**config.mk**
```make
export PLATFORM = sky130hd
export DESIGN_NAME = shift_harness_ser
export DESIGN_NICKNAME = d
export VERILOG_FILES = /design/src/rtl/shift_harness_ser.sv
export SDC_FILE = /design/constraint.sdc
export NUM_CORES = 1
export LEC_CHECK = 0
export ABC_AREA = 1
export CORE_ASPECT_RATIO = 0.5
export CORE_MARGIN = 4
export CORE_UTILIZATION = 33
export CTS_CLUSTER_SIZE = 40
export DETAILED_ROUTE_END_ITERATION = 12
export HOLD_SLACK_MARGIN = 0.05
export SYNTH_ARGS = -nofsm -noshare
export SYNTH_HDL_FRONTEND = slang
export SYNTH_SLANG_ARGS = --single-unit
```
**constraint.sdc**
```tcl
create_clock -name clk -period 1.4 [get_ports clk]
set_input_delay 0.35 -clock clk [delete_from_list [all_inputs] [get_ports clk]]
set_output_delay 0.35 -clock clk [all_outputs]
set_load 0.005 [all_outputs]
```
**src/rtl/shift_harness_ser.sv**
```systemverilog
// Bit-serial harness around a combinational compressor: shifts NCH operand channels in,
// gives the compressor one settle cycle, captures its DW-bit result and shifts it out LSB first.
module shift_harness_ser #(
    parameter int unsigned NCH = 9,
    parameter int unsigned W   = 9,
    parameter int unsigned DW  = 13
) (
    input  logic             clk,
    input  logic             rst_n,
    input  logic             start,
    input  logic [NCH-1:0]   sin,
    output logic [NCH*W-1:0] op_bus,
    input  logic [DW-1:0]    res_bus,
    output logic             sout,
    output logic             sout_vld,
    output logic             busy,
    output logic             done
);

    localparam int unsigned MaxLen = (W > DW) ? W : DW;
    localparam int unsigned CW     = $clog2(MaxLen + 1);

    localparam logic [CW-1:0] FillLast  = CW'(W - 1);
    localparam logic [CW-1:0] DrainLast = CW'(DW - 1);
    localparam logic [CW-1:0] CntOne    = CW'(1);

    typedef enum logic [2:0] {
        StIdle,
        StFill,
        StEval,
        StDrain,
        StDone
    } state_e;

    state_e           state_q, state_d;
    logic [NCH*W-1:0] op_q, op_d;
    logic [DW-1:0]    cap_q, cap_d;
    logic [CW-1:0]    cnt_q, cnt_d;
    logic             sout_q, sout_d;
    logic             vld_q, vld_d;

    always_comb begin
        state_d = state_q;
        op_d    = op_q;
        cap_d   = cap_q;
        cnt_d   = cnt_q;
        sout_d  = 1'b0;
        vld_d   = 1'b0;

        unique case (state_q)
            StIdle: begin
                if (start) begin
                    state_d = StFill;
                    cnt_d   = '0;
                end
            end
            StFill: begin
                // Newest bit enters at bit 0, so the first bit ends up in bit W-1.
                for (int i = 0; i < NCH; i++) begin
                    op_d[i*W +: W] = {op_q[i*W +: W-1], sin[i]};
                end
                if (cnt_q == FillLast) begin
                    state_d = StEval;
                    cnt_d   = '0;
                end else begin
                    cnt_d = cnt_q + CntOne;
                end
            end
            StEval: begin
                cap_d   = res_bus;
                sout_d  = res_bus[0];
                vld_d   = 1'b1;
                cnt_d   = '0;
                state_d = StDrain;
            end
            StDrain: begin
                // Rotate right: the next bit lands in cap[0]; wrapped bits are never emitted.
                cap_d = (cap_q >> 1) | (cap_q << (DW - 1));
                if (cnt_q == DrainLast) begin
                    state_d = StDone;
                end else begin
                    cnt_d  = cnt_q + CntOne;
                    sout_d = cap_d[0];
                    vld_d  = 1'b1;
                end
            end
            StDone: begin
                state_d = StIdle;
            end
            default: begin
                state_d = StIdle;
            end
        endcase
    end

    always_ff @(posedge clk or negedge rst_n) begin
        if (!rst_n) begin
            state_q <= StIdle;
            op_q    <= '0;
            cap_q   <= '0;
            cnt_q   <= '0;
            sout_q  <= 1'b0;
            vld_q   <= 1'b0;
        end else begin
            state_q <= state_d;
            op_q    <= op_d;
            cap_q   <= cap_d;
            cnt_q   <= cnt_d;
            sout_q  <= sout_d;
            vld_q   <= vld_d;
        end
    end

    assign op_bus   = op_q;
    assign sout     = sout_q;
    assign sout_vld = vld_q;
    assign busy     = (state_q != StIdle);
    assign done     = (state_q == StDone);

endmodule
```
# After elaboration in Yosys (flattened, before gate mapping)
# Index checks and enable logic that the tools add are counted.
[totals]
regBits = 103
in_bits = 25
wordCells = 37
[op_classes]
n_addsub = 1
eq_ne = 10
muxes = 13
bitwise = 1
n_reduce_logical = 6
[op_table]
columns = ["op", "n"]
rows = [
  ["13-bit case mux with 2 select lines", 1],
  ["4-bit case mux with 4 select lines", 1],
  ["12-bit by 13-bit OR with 13-bit output", 1],
  ["4-bit two-way mux", 3],
  ["3-bit case mux with 4 select lines", 1],
  ["3-bit two-way mux", 3],
  ["4-bit == test, second input constant", 2],
  ["2-bit inequality test, second input constant", 4],
  ["3-bit by 2-bit == test with 1-bit output, second input constant", 2],
  ["3-bit AND reduction", 2],
  ["4-bit by 1-bit adder with 4-bit output, second input constant", 1],
  ["1-bit case mux with 2 select lines", 2],
  ["4-bit nonzero test", 1],
  ["3-bit by 1-bit == test with 1-bit output, second input constant", 1],
  ["3-bit == test, second input constant", 1],
  ["3-bit zero test", 1],
  ["3-bit nonzero test", 1],
  ["1-bit two-way mux", 2],
  ["2-bit nonzero test", 1],
]

# Logic depth before layout (Yosys ltp)
# Gate-level depths: netlist of the first run.
[logic_depth]
word_depth = 3
ltp_mapped = 8
depth_no_buf = 8

# Worst setup path before layout of the first run
# No wires, ideal clock.
[synth_timing]
path_type = "reg-to-reg"
from = "register cnt_q[0]"
to = "register cnt_q[3]"
arrival_time_ps = 1152
t_required_ps = 1284
slack_ps = 132
path_stages_with_launch = 9
path_buffers = 0
synth_period_minus_slack_ps = 1268
cell_sequence = "dfrtp_1 > inv_1 > ha_1 > nand3_1 > o21ai_1 > nor2_2 > inv_1 > nand2_1 > nand2_1"
[synth_via]
elab_chain_cells = 3
[synth_rtl]
columns = ["item", "line", "rtl"]
rows = [
  ["from (decl)", "38", "logic [CW-1:0] cnt_q, cnt_d;"],
  ["from (signal assigned)", "108", "cnt_q <= cnt_d;"],
  ["4-bit by 1-bit adder with 4-bit output, or another cell as far along", "66, 82", ""],
  ["4-bit two-way mux, or another cell as far along", "79", "if (cnt_q == DrainLast) begin"],
  ["4-bit case mux with 4 select lines or 3-bit AND reduction (tied branches)", "-", ""],
]
# Parallel ways exist; a longest one is shown, timed or not. The select of a mux whose other input is x is not followed.
# A chain may end at the register's enable or synchronous reset.

# Worst setup path after layout of the first run
[layout_timing]
from = "register state_q[0]"
to = "output done"
[layout_via]
elab_chain_cells = 1
[layout_rtl]
columns = ["item", "line", "rtl"]
rows = [
  ["from (decl)", "35", "state_e state_q, state_d;"],
  ["from (signal assigned)", "98", "state_q <= StIdle;"],
  ["from (signal assigned)", "105", "state_q <= state_d;"],
  ["3-bit == test", "118", "assign done = (state_q == StDone);"],
  ["to (decl)", "17", "output logic done"],
]
# No other way between the ends.

==> results.sh, run 1 <==
export IMPL_drive_above_1_share_pct=28.2
export IMPL_rsz0062_at_grt="true"
export IMPL_wl_per_cell_um=14.1
export IMPL_worstSetupPathType="flip-flop to output port"
export IMPL_synth_nets=496
export IMPL_p_per_area_mw_per_mm2=2350
export IMPL_ys_seq_elements=103
export IMPL_power_mw=16.1
export IMPL_grt_pass1_vias=3341
export IMPL_fin_util_pct=57.5
export IMPL_initial_core_util_pct=34.2
export IMPL_holdWs_ns=0.431
export IMPL_drc=0
export IMPL_status="finished, violations left"
export IMPL_final_antenna_net_count=0
export IMPL_fmax_ghz=0.695
export IMPL_min_path_type="input pin to asynchronous set/reset pin"
export IMPL_setup_viol=59
export IMPL_drtIter0Drc=231
export IMPL_drtPass1Iterations=4
export IMPL_drv_slew=0
export IMPL_port_buffers=109
export IMPL_routed_via_density=4.45
export IMPL_layout_cells_non_filler=835
export IMPL_fin_skew_ns=0.00743
export IMPL_pre_cts_slack_ns=-0.0584
export IMPL_rows=28
export IMPL_cap_violations=0
export IMPL_die_x_um=165
export IMPL_hold_viol_final=0
export IMPL_yosys_warnings=0
export IMPL_dp_cells=743
export IMPL_cts_buffers=9
export IMPL_ys_types=21
export IMPL_io_pins=110
export IMPL_worst_pin_slew_ns=0.278
export IMPL_final_area_mm2=0.00686
export IMPL_cts_buffer_depth=2
export IMPL_die_y_um=86.7
export IMPL_ir_drop_uv=941
export IMPL_grt_max_degree=58
export IMPL_cts_sinks=103
export IMPL_synth_cells=469
export IMPL_violations="setup timing"
export IMPL_start_kind="flip-flop"
export IMPL_max_slew_margin_pct=81.5
export IMPL_fin_ws_ns=-0.0382
export IMPL_fin_crit_sh_pct=103
export IMPL_dp_hpwl_um=6390
export IMPL_antenna_cells=0
export IMPL_routed_wl_um=11800
export IMPL_fin_nets=692
export IMPL_antenna_found_initial=0
export IMPL_worstPathMaxFanout=2
export IMPL_final_cell_mix="nand2_1, dfrtp_1, dlygate4sd2_1, buf_4, nand2_2"
export IMPL_h_tree_depth=3
export IMPL_min_period_ns=1.44
export IMPL_crit_path_end_kind="output port"
export IMPL_vias=3715
export IMPL_yosysSeqAreaShare_pct=63.1
export IMPL_grtUsageTotal_pct=14.1
export IMPL_cts_tree="built"
export IMPL_dpl_cell_area_mm2=0.00550
export IMPL_core_area_mm2=0.0119
export IMPL_worstPathArrival_ns=1.09
export IMPL_die_area_mm2=0.0143
export IMPL_layout_commonest_cell="nand2_1"
export IMPL_path_clk_slew_ns=0.08
export IMPL_syn_area_per_cell_um2=8.72
export IMPL_fin_tns_setup_ns=-0.855
export IMPL_grt_overflow=0
export IMPL_clock_tree_root_cell="clkbuf_16"
export IMPL_p_leak_nw=3.77
export IMPL_gp_congestion=0.755
export IMPL_grt_first_pass_wirelength_um=16300
export IMPL_synthToLayoutAreaGrowth_pct=67.9
export IMPL_syn_cell_area_mm2=0.00409
export IMPL_required_ns=1.05
export IMPL_clk_latency_ns=0.34
-- layer usage --
layer | part of all wire, % | track usage [%]
met5 | 0 | 0
met3 | 3.8 | 3.04
met1 | 46 | 18.5
met2 | 49 | 23.9
met4 | 0.93 | 3.97
-- power breakdown --
part	switching (mW)	total, mW	leakage [nW]	internal [mW]
Sequential	0.705	4.85	1.32	4.14
Combinational	4.16	8.48	2.29	4.33
Clock	1.18	2.77	0.161	1.59
-- state kept, by name (all words and copies together) (netlist names) --
name      count
cap_q        13
cnt_q         4
op_bus       81
sout          1
sout_vld      1
state_q       3
-- worst paths after layout --
| check | endpoint | slack [ns] | cells after the start | startpoint |
|---|---|---|---|---|
| worst max-delay path | done | -0.04 | 3 | state_q[0] |
| worst min-delay path | cap_q[10] | 0.43 | 2 | rst_n |
| worst max register to register | op_bus[24] | -0.04 | 8 | state_q[0] |
| worst min register to register | op_bus[17] | 0.48 | 2 | op_bus[17] |
| max in group asynchronous | op_bus[22] | 0.42 | 3 | rst_n |
| min in group clk | op_bus[17] | 0.48 | 2 | op_bus[17] |
-- kinds of logic (layout without fill, tap and decap cells) --
group	count (synthesis)	in the layout	share of synthesized area, %
AOI/OAI and AO/OA	28	28	3.67
DFF	103	103	63.1
adders and majority gates	2	2	0.612
and+or+nand+nor	300	300	28.3
xor gates and xnor gates	1	1	0.214
buffers and inverters	35	236	4.19
-- cells in the mapped netlist --
library cell | instances | area share, %
a21oi_1 | 1 | 0.12
buf_2 | 5 | 0.61
buf_4 | 9 | 1.7
clkbuf_1 | 7 | 0.64
dfrtp_1 | 103 | 63
ha_1 | 2 | 0.61
inv_1 | 11 | 1.0
inv_2 | 3 | 0.28
nand2_1 | 264 | 24
nand3_1 | 6 | 0.73
nand3_2 | 1 | 0.24
nand3b_1 | 1 | 0.18
nand4_1 | 2 | 0.31
nor2_1 | 23 | 2.1
nor2_2 | 2 | 0.31
nor3_1 | 1 | 0.12
o211ai_1 | 1 | 0.18
o21ai_0 | 7 | 0.86
o21ai_1 | 13 | 1.6
o22ai_1 | 6 | 0.92
xor2_1 | 1 | 0.21
-- final cells by class --
type                    count  area (um2)
fillers                  1053        5080
clock buffers               9         225
repair buffers            206        2040
well taps                 165         206
flip-flops and latches    103        2580
clock inverters             7         104
inverters                  14        61.3
multi-input cells         331        1650
-- critical path, cell delays in order (launching register included) --
cell	delay, ns
dfrtp_1	0.40
buf_6	0.13
nor3_2	0.09
buf_2	0.13
-- timing repair --
action                                 in CTS  in global routing
resized for setup                          96                124
setup buffers                              45                 16
gates cloned                                0                 15
hold buffers                                1                  0
setup endpoints to repair                  85                102
pin swaps                                   3                 31
endpoints found under the hold margin      16                  0
No activity file was read; power rests on OpenSTA's default activity.
==> inputs of run 2 (changes only) <==
--- a/config.mk
+++ b/config.mk
@@ -11,6 +11,7 @@
 export CORE_UTILIZATION = 33
 export CTS_CLUSTER_SIZE = 40
 export DETAILED_ROUTE_END_ITERATION = 12
+export GPL_TIMING_DRIVEN = 0
 export HOLD_SLACK_MARGIN = 0.05
 export SYNTH_ARGS = -nofsm -noshare
 export SYNTH_HDL_FRONTEND = slang
==> run 2 against run 1 <==
Effect of this change:
- the run still ends with setup timing left
- largest cell class unchanged
- critical path depth did not move
- largest power group unchanged
- clock power shrank 11%
- via count decreased by 2.0%
- worst setup slack worse by 0.064 ns
- first-iteration DRC count rose by 11%
- hold slack gained 0.036 ns
- cell area down 6.3%
- wire length shrank 11%
- combinational power fell by 15%
- cell count fell by 0.36%
- sequential share of layout area increased by 2.5 points
- clock-buffer cell count up 1
- critical endpoint unchanged
==> results.sh, run 2 (synthesis gave the netlist of run 1 again) <==
export IMPL_fin_nets=689
export IMPL_intPower_mw=9.25
export IMPL_ir_drop_uv=722
export IMPL_fin_ws_ns=-0.102
export IMPL_final_antenna_net_count=0
export IMPL_required_ns=1.05
export IMPL_swShare_pct=36.2
export IMPL_r2r_start="state_q[2]"
export IMPL_holdWs_ns=0.467
export IMPL_routed_via_density=4.38
export IMPL_antenna_cells=0
export IMPL_clock_tree_root_cell="clkbuf_16"
export IMPL_cts_buffers=9
export IMPL_violations="setup timing"
export IMPL_final_cell_mix="nand2_1, dfrtp_1, dlygate4sd2_1, buf_4, clkdlybuf4s50_1"
export IMPL_cts_buffer_depth=2
export IMPL_dp_cells=744
export IMPL_cts_tree="built"
export IMPL_cts_sinks=103
export IMPL_grt_pass1_vias=3429
export IMPL_start_kind="flip-flop"
export IMPL_largest_register_ff_count=81
export IMPL_worstPathMaxFanout=3
export IMPL_routed_wl_um=10500
export IMPL_fin_skew_ns=0.0131
export IMPL_hold_start="op_bus[35]"
export IMPL_wl_per_cell_um=12.6
export IMPL_drive_above_1_share_pct=20.4
export IMPL_synthToLayoutAreaGrowth_pct=57.3
export IMPL_h_tree_depth=3
export IMPL_p_leak_nw=3.59
export IMPL_setup_viol=70
export IMPL_worstSetupPathType="flip-flop to output port"
export IMPL_p_comb_share_pct=49.8
export IMPL_seqCellArea_mm2=0.00258
export IMPL_crit_path_end_kind="output port"
export IMPL_worst_pin_slew_ns=0.400
export IMPL_drtIter0Drc=257
export IMPL_clk_latency_ns=0.34
export IMPL_layout_commonest_cell="nand2_1"
export IMPL_grt_first_pass_wirelength_um=16500
export IMPL_min_period_ns=1.50
export IMPL_drc=0
export IMPL_dp_hpwl_um=6610
export IMPL_core_area_mm2=0.0119
export IMPL_cap_violations=0
export IMPL_fin_util_pct=53.8
export IMPL_pwr_share_seq_pct=33.2
export IMPL_grt_max_degree=64
export IMPL_initial_core_util_pct=34.2
export IMPL_grtUsageTotal_pct=14.3
export IMPL_die_area_mm2=0.0143
export IMPL_power_mw=14.5
export IMPL_p_per_area_mw_per_mm2=2260
export IMPL_worstPathArrival_ns=1.15
export IMPL_io_pins=110
export IMPL_fin_crit_sh_pct=107
export IMPL_path_clk_slew_ns=0.07
export IMPL_rows=28
export IMPL_vias=3641
export IMPL_final_area_mm2=0.00643
export IMPL_drtPass1Iterations=4
export IMPL_antenna_found_initial=0
export IMPL_die_x_um=165
export IMPL_min_path_cells=2
export IMPL_r2r_end="cnt_q[3]"
export IMPL_hold_viol_final=0
export IMPL_gp_congestion=0.752
export IMPL_drv_slew=0
export IMPL_min_path_type="flip-flop to flip-flop"
export IMPL_worstHoldEndpoint="op_bus[35]"
export IMPL_max_slew_margin_pct=73.4
export IMPL_switchingPower_mw=5.26
export IMPL_status="finished, violations left"
export IMPL_multiInputGateArea_mm2=0.00144
export IMPL_rsz0062_at_grt="true"
export IMPL_port_buffers=109
export IMPL_grt_overflow=0
export IMPL_reg2reg_slack_ns=-0.04
export IMPL_dpl_cell_area_mm2=0.00541
export IMPL_pwr_share_clk_pct=17.0
export IMPL_r2r_cells=10
export IMPL_fillers=1147
export IMPL_fmax_ghz=0.666
export IMPL_die_y_um=86.7
export IMPL_layout_cells_non_filler=832
[run 2: final cells by class]
class / count / share of cell area, %
Sequential cell: 103 / 40.1
Timing Repair Buffer: 181 / 24.9
Multi-Input combinational cell: 331 / 22.5
Buffer: 21 / 3.75
Clock buffer: 10 / 3.56
Tap cell: 165 / 3.21
Inverter: 14 / 0.973
Clock inverter: 6 / 0.914
Timing Repair inverter: 1 / 0.0973
[run 2: worst max path at each step]
stage                     startpoint          to  slack, ns
after CTS                 state_q[0]        done      -0.13
final                     state_q[0]        done      -0.10
after global placement         rst_n  op_bus[24]      -4.13
after detailed placement  state_q[1]        done      -0.11
after global routing      state_q[0]        done      -0.15
after floorplan             cnt_q[0]    cnt_q[3]       0.13
[run 2: through the flow]
step / setup slack (ns) / TNS (ns)
2_1_floorplan: 0.132 / 0
3_3_place_gp: -4.13 / -424.59
3_5_place_dp: -0.105 / -0.504
4_1_cts: -0.133 / -0.244
5_1_grt: -0.147 / -7.21
6_report: -0.102 / -1.02
[run 2: timing repair]
item,CTS,global route
hold buffers,1,0
buffers inserted,48,21
pin swaps,3,2
endpoints found under the setup margin,100,125
gates resized for setup,121,67
endpoints found under the hold margin,40,0
gates cloned,0,3
[run 2: worst max-delay path, stage by stage, from the launching register on]
cell	delay (ns)
dfrtp_1	0.41
buf_6	0.13
nor3_2	0.15
buf_2	0.13
[run 2: layer usage]
| layer | wire (um) | vias to the layer above | GRT usage [%] |
|---|---|---|---|
| met5 | 0 | - | 0 |
| met3 | 347 | 4 | 3.56 |
| met2 | 5230 | 49 | 24.1 |
| met1 | 4860 | 1754 | 18.6 |
| li1 | - | 1834 | - |
| met4 | 78 | 0 | 3.82 |
[run 2: power groups by stage]
stage / sequential, mW / clock, mW / combinational, mW
after floorplan: 4.97 / 0 / 2.78
after global placement: 5.00 / 0 / 5.43
after detailed placement: 5.02 / 0 / 5.52
after CTS: 4.80 / 2.55 / 6.09
after global routing: 4.96 / 2.65 / 8.07
final: 4.81 / 2.47 / 7.23
